==> src/rtl/mc_recon.sv <==
// mc_recon: buffers one MB_SIZE x MB_SIZE reference block, then adds signed residual rows to it.
// Define MC_SAT_EN to clip each lane to the pixel range and report clipping on sat_flag_o.
module mc_recon #(
  parameter int MB_SIZE     = 4,
  parameter int PIXEL_WIDTH = 8,
  parameter int RES_WIDTH   = 9
) (
  input  logic                           clk_i,
  input  logic                           reset_i,
  input  logic                           ref_valid_i,
  output logic                           ref_ready_o,
  input  logic [PIXEL_WIDTH*MB_SIZE-1:0] ref_frame_i,
  input  logic                           res_valid_i,
  output logic                           res_ready_o,
  input  logic [RES_WIDTH*MB_SIZE-1:0]   residual_i,
  output logic                           recon_valid_o,
  input  logic                           recon_ready_i,
  output logic [PIXEL_WIDTH*MB_SIZE-1:0] recon_o,
  output logic [3:0]                     row_count_o,
  output logic                           block_done_o,
  output logic                           sat_flag_o
);

  // state    | meaning
  // IDLE     | waiting for row 0 of the next reference block
  // LOAD_REF | storing reference rows 1..MB_SIZE-1
  // RECON    | adding residual rows to the buffered reference
  // DRAIN    | waiting for the last reconstructed row to leave

  localparam int         SW       = PIXEL_WIDTH + 2;
  localparam int         IW       = (MB_SIZE > 1) ? $clog2(MB_SIZE) : 1;
  localparam int         RW_BITS  = PIXEL_WIDTH * MB_SIZE;
  localparam logic [3:0] LAST_ROW = 4'(MB_SIZE - 1);

  typedef enum logic [1:0] {IDLE, LOAD_REF, RECON, DRAIN} state_e;

  state_e             state_q, state_d;
  logic [3:0]         row_cnt_q, row_cnt_d;
  logic               recon_valid_q, recon_valid_d;
  logic [RW_BITS-1:0] recon_q, recon_d;
  logic               block_done_q, block_done_d;
  logic [RW_BITS-1:0] ref_buf_q [MB_SIZE];
  logic [IW-1:0]      row_idx, wr_idx;
  logic               ref_hs, res_hs, out_hs, last_row;
  logic [RW_BITS-1:0] sum_row;
`ifdef MC_SAT_EN
  logic               clip_any;
  logic               sat_q, sat_d;
`endif

  assign ref_ready_o = (state_q == IDLE) || (state_q == LOAD_REF);
  assign res_ready_o = (state_q == RECON) && (!recon_valid_q || recon_ready_i);
  assign ref_hs      = ref_valid_i && ref_ready_o;
  assign res_hs      = res_valid_i && res_ready_o;
  assign out_hs      = recon_valid_q && recon_ready_i;
  assign last_row    = (row_cnt_q == LAST_ROW);
  assign row_idx     = row_cnt_q[IW-1:0];
  assign wr_idx      = (state_q == IDLE) ? '0 : row_idx;

  // Per-lane sum carries two extra bits so both underflow and overflow are visible.
  always_comb begin
    logic signed [SW-1:0]    sum;
    logic [PIXEL_WIDTH-1:0]  ref_px;
    sum_row = '0;
    sum     = '0;
    ref_px  = '0;
`ifdef MC_SAT_EN
    clip_any = 1'b0;
`endif
    for (int i = 0; i < MB_SIZE; i++) begin
      ref_px = ref_buf_q[row_idx][i*PIXEL_WIDTH +: PIXEL_WIDTH];
      sum    = $signed({2'b00, ref_px}) + SW'($signed(residual_i[i*RES_WIDTH +: RES_WIDTH]));
`ifdef MC_SAT_EN
      if (sum[SW-1]) begin
        sum_row[i*PIXEL_WIDTH +: PIXEL_WIDTH] = '0;
        clip_any = 1'b1;
      end else if (|sum[SW-2:PIXEL_WIDTH]) begin
        sum_row[i*PIXEL_WIDTH +: PIXEL_WIDTH] = '1;
        clip_any = 1'b1;
      end else begin
        sum_row[i*PIXEL_WIDTH +: PIXEL_WIDTH] = sum[PIXEL_WIDTH-1:0];
      end
`else
      sum_row[i*PIXEL_WIDTH +: PIXEL_WIDTH] = sum[PIXEL_WIDTH-1:0];
`endif
    end
  end

  always_comb begin
    state_d       = state_q;
    row_cnt_d     = row_cnt_q;
    recon_d       = recon_q;
    recon_valid_d = recon_valid_q;
    block_done_d  = 1'b0;
`ifdef MC_SAT_EN
    sat_d         = sat_q;
`endif

    // A new row entering in the same cycle as the old one leaves keeps valid high.
    if (res_hs) begin
      recon_d       = sum_row;
      recon_valid_d = 1'b1;
    end else if (out_hs) begin
      recon_valid_d = 1'b0;
    end

    unique case (state_q)
      IDLE: begin
        if (ref_hs) begin
`ifdef MC_SAT_EN
          sat_d = 1'b0;
`endif
          if (MB_SIZE == 1) begin
            state_d   = RECON;
            row_cnt_d = 4'd0;
          end else begin
            state_d   = LOAD_REF;
            row_cnt_d = 4'd1;
          end
        end
      end
      LOAD_REF: begin
        if (ref_hs) begin
          if (last_row) begin
            state_d   = RECON;
            row_cnt_d = 4'd0;
          end else begin
            row_cnt_d = row_cnt_q + 4'd1;
          end
        end
      end
      RECON: begin
        if (res_hs) begin
`ifdef MC_SAT_EN
          sat_d = sat_q | clip_any;
`endif
          if (last_row) begin
            state_d   = DRAIN;
            row_cnt_d = 4'd0;
          end else begin
            row_cnt_d = row_cnt_q + 4'd1;
          end
        end
      end
      DRAIN: begin
        if (out_hs) begin
          state_d      = IDLE;
          block_done_d = 1'b1;
        end
      end
      default: state_d = IDLE;
    endcase
  end

  always_ff @(posedge clk_i) begin
    if (reset_i) begin
      state_q       <= IDLE;
      row_cnt_q     <= 4'd0;
      recon_q       <= '0;
      recon_valid_q <= 1'b0;
      block_done_q  <= 1'b0;
`ifdef MC_SAT_EN
      sat_q         <= 1'b0;
`endif
    end else begin
      state_q       <= state_d;
      row_cnt_q     <= row_cnt_d;
      recon_q       <= recon_d;
      recon_valid_q <= recon_valid_d;
      block_done_q  <= block_done_d;
`ifdef MC_SAT_EN
      sat_q         <= sat_d;
`endif
    end
  end

  // Reference storage needs no reset; every row is rewritten before it is read.
  always_ff @(posedge clk_i) begin
    if (ref_hs) ref_buf_q[wr_idx] <= ref_frame_i;
  end

  assign recon_valid_o = recon_valid_q;
  assign recon_o       = recon_q;
  assign row_count_o   = row_cnt_q;
  assign block_done_o  = block_done_q;
`ifdef MC_SAT_EN
  assign sat_flag_o    = sat_q;
`else
  assign sat_flag_o    = 1'b0;
`endif

endmodule

==> config.mk <==
export PLATFORM = sky130hd
export DESIGN_NAME = mc_recon
export DESIGN_NICKNAME = d
export VERILOG_FILES = /design/src/rtl/mc_recon.sv
export SDC_FILE = /design/constraint.sdc
export NUM_CORES = 1
export LEC_CHECK = 0
export BUFFER_PORTS_ARGS = -buffer_cell sky130_fd_sc_hd__buf_2
export CORE_MARGIN = 2
export CORE_UTILIZATION = 48
export CTS_CLUSTER_DIAMETER = 40
export CTS_CLUSTER_SIZE = 30
export DETAILED_ROUTE_END_ITERATION = 10
export PLACE_DENSITY = 0.82
export SLEW_MARGIN = 25
export SYNTH_ARGS = -nofsm -noshare
export SYNTH_HDL_FRONTEND = slang
export SYNTH_SLANG_ARGS = --single-unit
==> constraint.sdc <==
create_clock -name clk_i -period 3.8 [get_ports clk_i]
set_input_delay 0.38 -clock clk_i [delete_from_list [all_inputs] [get_ports clk_i]]
set_output_delay 0.38 -clock clk_i [all_outputs]
set_load 0.005 [all_outputs]
==> results <==
- The flow ran to the end, and the final reports show no timing, DRC or antenna violations.
- Clock latency on the worst-skew pair, taken at its later pin, is 420 ps.
- The starting density of the core is 49.0%.
- Along the worst hold path, the cell count comes to 1.
- The clock tree root driver cell is sky130_fd_sc_hd__clkbuf_16.
- The number of buffers between clock root and the deepest sink is 2.
- The destination of the worst hold path is ref_buf_q[3][20]$_DFFE_PP_.
- The number of search-and-repair iterations in the first detailed-routing pass is 5.
- The worst register-to-register path has a setup slack of 880 ps.
- The share of async-settable or async-resettable flops after synthesis is 0%.
- For this design the static power due to leakage is between 3 and 4 nW.
- The critical register-to-register path endpoint is recon_o[7]$_SDFFE_PP0P_.
- After synthesis, the largest area contributor takes up 51.6% of total cell area.
- The layout cell share with drive strength beyond 1 is 30.3%.
- The weighted congestion reported at the end of routability-driven placement is 0.871.
- The number of synthesized flops with an enable pin is 128.
- The count of clock tree sinks is 170.
- The smallest clock period supported by the final layout is computed as 2920 ps.
- The critical path is of the reg2reg type.
- The chip width is 129 um.
- The count of buffers added by post-CTS timing repair for setup is 0.
- Fill cells in the final layout number roughly 1200.
- In this run the tightest slew margin relative to its limit is between 40 and 50%.
- Counting the buffers created by CTS gives 17.
- Sorting the synthesized cells by area gives the leading types as sky130_fd_sc_hd__edfxtp_1 (52%), sky130_fd_sc_hd__dfxtp_1 (11%), sky130_fd_sc_hd__mux4_2 (9.7%).
- The count of vias placed by the detailed router is about 4700.
- The height of the chip is 129 um.
- On the final layout, the worst clock skew is 12.2 ps.
- For this design, the CTS-stage hold fixing added 0 buffers.
- The number of design-rule violations left by the first detailed-router iteration is between 300 and 400.
- The largest area contributor in the netlist is sky130_fd_sc_hd__edfxtp_1.
- The critical path endpoint category is a register.
- The per-cell routed wire length is 19.2 um.
- In this run the standard cell core region covers 15200 um^2.
- The final count of negative-setup-slack endpoints is 0.
- The mapped netlist covers around 7400 um^2.
- The count of pins on the block boundary is around 110.
- The H-tree depth is 4.
- After global routing the overflow that remains totals 0.
- The area overhead of the layout relative to synthesis is 18.8%.
- For this design the ratio of total power to cell area is 653 nW/um^2.
- The remaining antenna violation count is 0.
- The number of hold violations in the final report was 0.
- The area of the die is 16500 um^2.
- The routed design has about 16000 um of wire.
- The post-CTS resize count is 0.
- For the final routed database, the setup TNS stands at 0 ps.
- The commonest cells after synthesis are sky130_fd_sc_hd__edfxtp_1 (128), sky130_fd_sc_hd__dfxtp_1 (42), sky130_fd_sc_hd__ha_1 (33).
- The max-cap violation count is 0.
- The layout net count is 730.
- The top fanout value on the critical path is 19.
- Setup repair after global routing left no endpoint under its margin.
- The start point of the worst min-delay path is ref_frame_i[20].
- The number of max-slew violations in the final report is 0.
- The number of nets in the synthesized netlist is 614.
- The data arrival time of the critical path is 3270 ps.
- The data required time of the critical path is 4150 ps.
- Using the TritonRoute via totals, the vias-per-cell ratio works out to roughly 5.7.
- The global-route wire length before repair is 25200 um.
- The most frequently used flop master after synthesis is sky130_fd_sc_hd__edfxtp_1.
- The number of antenna violations at the first check in global routing is 2.
- The wire-length estimate of the detail-placed layout is 10800 um.
- The clock transition at the registers of the reported paths is 70 ps.
- The largest net degree at the start of global routing is 36.
- The post-route fraction of the period consumed by the critical path is 76.9%.
- The number of instances in the synthesized netlist is 504.
- The number of global-route vias before repair was just over 5000.
- The count of buffers inserted at the top-level ports is 108.
- Global routing used 20.2% of the available tracks across all layers.
- At the pin with the least slew margin, the transition time is 811 ps.
- The min-delay analysis places its worst path in the category in2reg.
- TritonCTS built the clock tree.
- The worst vdd rail ir drop is approximately 0.38 mV.
- The average size of a mapped cell is 14.8 um^2.
- The utilization of the core after routing is 58.2%.
- The element type at the critical path start is a register.
- The Yosys step of the flow raised 0 warnings.
- The number of cells on the worst reg-to-reg path is 7.
- The floorplan has 45 rows.
- The most repeated cell in the gate-level netlist after synthesis is sky130_fd_sc_hd__edfxtp_1.
- Synthesis inferred 170 register bits.
- The maximum achievable frequency is 342 MHz.
- The share of synthesized area occupied by flip-flops and latches is 62.9%.
- The number of different library cells in the post-synthesis netlist is 45.
- The DRC violations left is 0.
==> cells in the final DEF (no fill, tap or decap), drive strengths merged, types with 17 or more instances in the layout <==
cell type,count
a21oi,23
buf,119
clkbuf,17
dfxtp,42
edfxtp,128
ha,33
inv,23
mux4,32
nand2,23
nor2,17
nor3,17
==> registers in the layout (all words and copies together) (netlist names), named ones only <==
name,flops
recon_valid_o,1
state_q,2
ref_buf_q,128
recon_o,32
block_done_o,1
row_count_o,4
==> worst max path at each step <==
stage	to	cells past startpoint	slack, ps
final	recon_o[7]$_SDFFE_PP0P_	7	880
after detailed placement	recon_o[31]$_SDFFE_PP0P_	8	840
after floorplan	ref_buf_q[2][0]$_DFFE_PP_	4	80
after global routing	recon_o[7]$_SDFFE_PP0P_	7	540
after CTS	recon_o[7]$_SDFFE_PP0P_	7	800
after global placement	recon_o[31]$_SDFFE_PP0P_	8	890
==> through the flow <==
stage                     worst slack (ps)  power, mW  hold slack [ps]  cells  area, um^2
after floorplan                       75.4       3.64              448    504        7440
after global placement                 885       4.04              441    787        8210
after detailed placement               841       4.16              447    789        8270
after CTS                              802       5.80              159    821        8840
after global routing                   543       6.09              160    822        8840
final                                  878       5.77              167    823        8840
==> cell type report <==
cell class	count	area [um^2]	area share [%]
flip-flops and latches	170	4690	53.0
multi-input cells	294	2620	29.6
repair buffers	119	663	7.50
clock buffers	17	425	4.81
well taps	188	235	2.66
clock inverters	15	143	1.61
inverters	18	67.6	0.764
diodes	2	5.00	0.0566
==> worst max-delay path: stages (launching register included) <==
cell and delay, ps:
sky130_fd_sc_hd__dfxtp_2 780, sky130_fd_sc_hd__mux4_2 610, sky130_fd_sc_hd__ha_1 310, sky130_fd_sc_hd__a211oi_1 480
sky130_fd_sc_hd__nor3_1 120, sky130_fd_sc_hd__o21ai_0 250, sky130_fd_sc_hd__nand3_1 110, sky130_fd_sc_hd__a31oi_1 170
==> metal layers <==
| layer | vias up | part of all wire, % | track usage [%] |
|---|---|---|---|
| met2 | 150 | 51 | 34.5 |
| met5 | - | 0 | 0 |
| met3 | 23 | 6.0 | 5.03 |
| li1 | 2217 | - | - |
| met4 | 0 | 2.0 | 8.70 |
| met1 | 2325 | 41 | 24.5 |
==> where the power goes <==
group | total, mW | switching [mW] | internal [mW]
combinational | 1.81 | 0.968 | 0.841
sequential | 2.32 | 0.125 | 2.20
clock | 1.64 | 0.726 | 0.915
total | 5.77 | 1.82 | 3.95
==> cells by family after synthesis <==
family                     share of synthesized area, %
other                                            0.0504
xor gates and xnor gates                          0.824
adders and majority gates                          6.62
and+or+nand+nor                                    7.87
DFF                                                62.9
buffers and inverters                              2.32
muxes                                              9.95
AOI/OAI and AO/OA                                  9.45
Power figures use the tool's default switching activity.
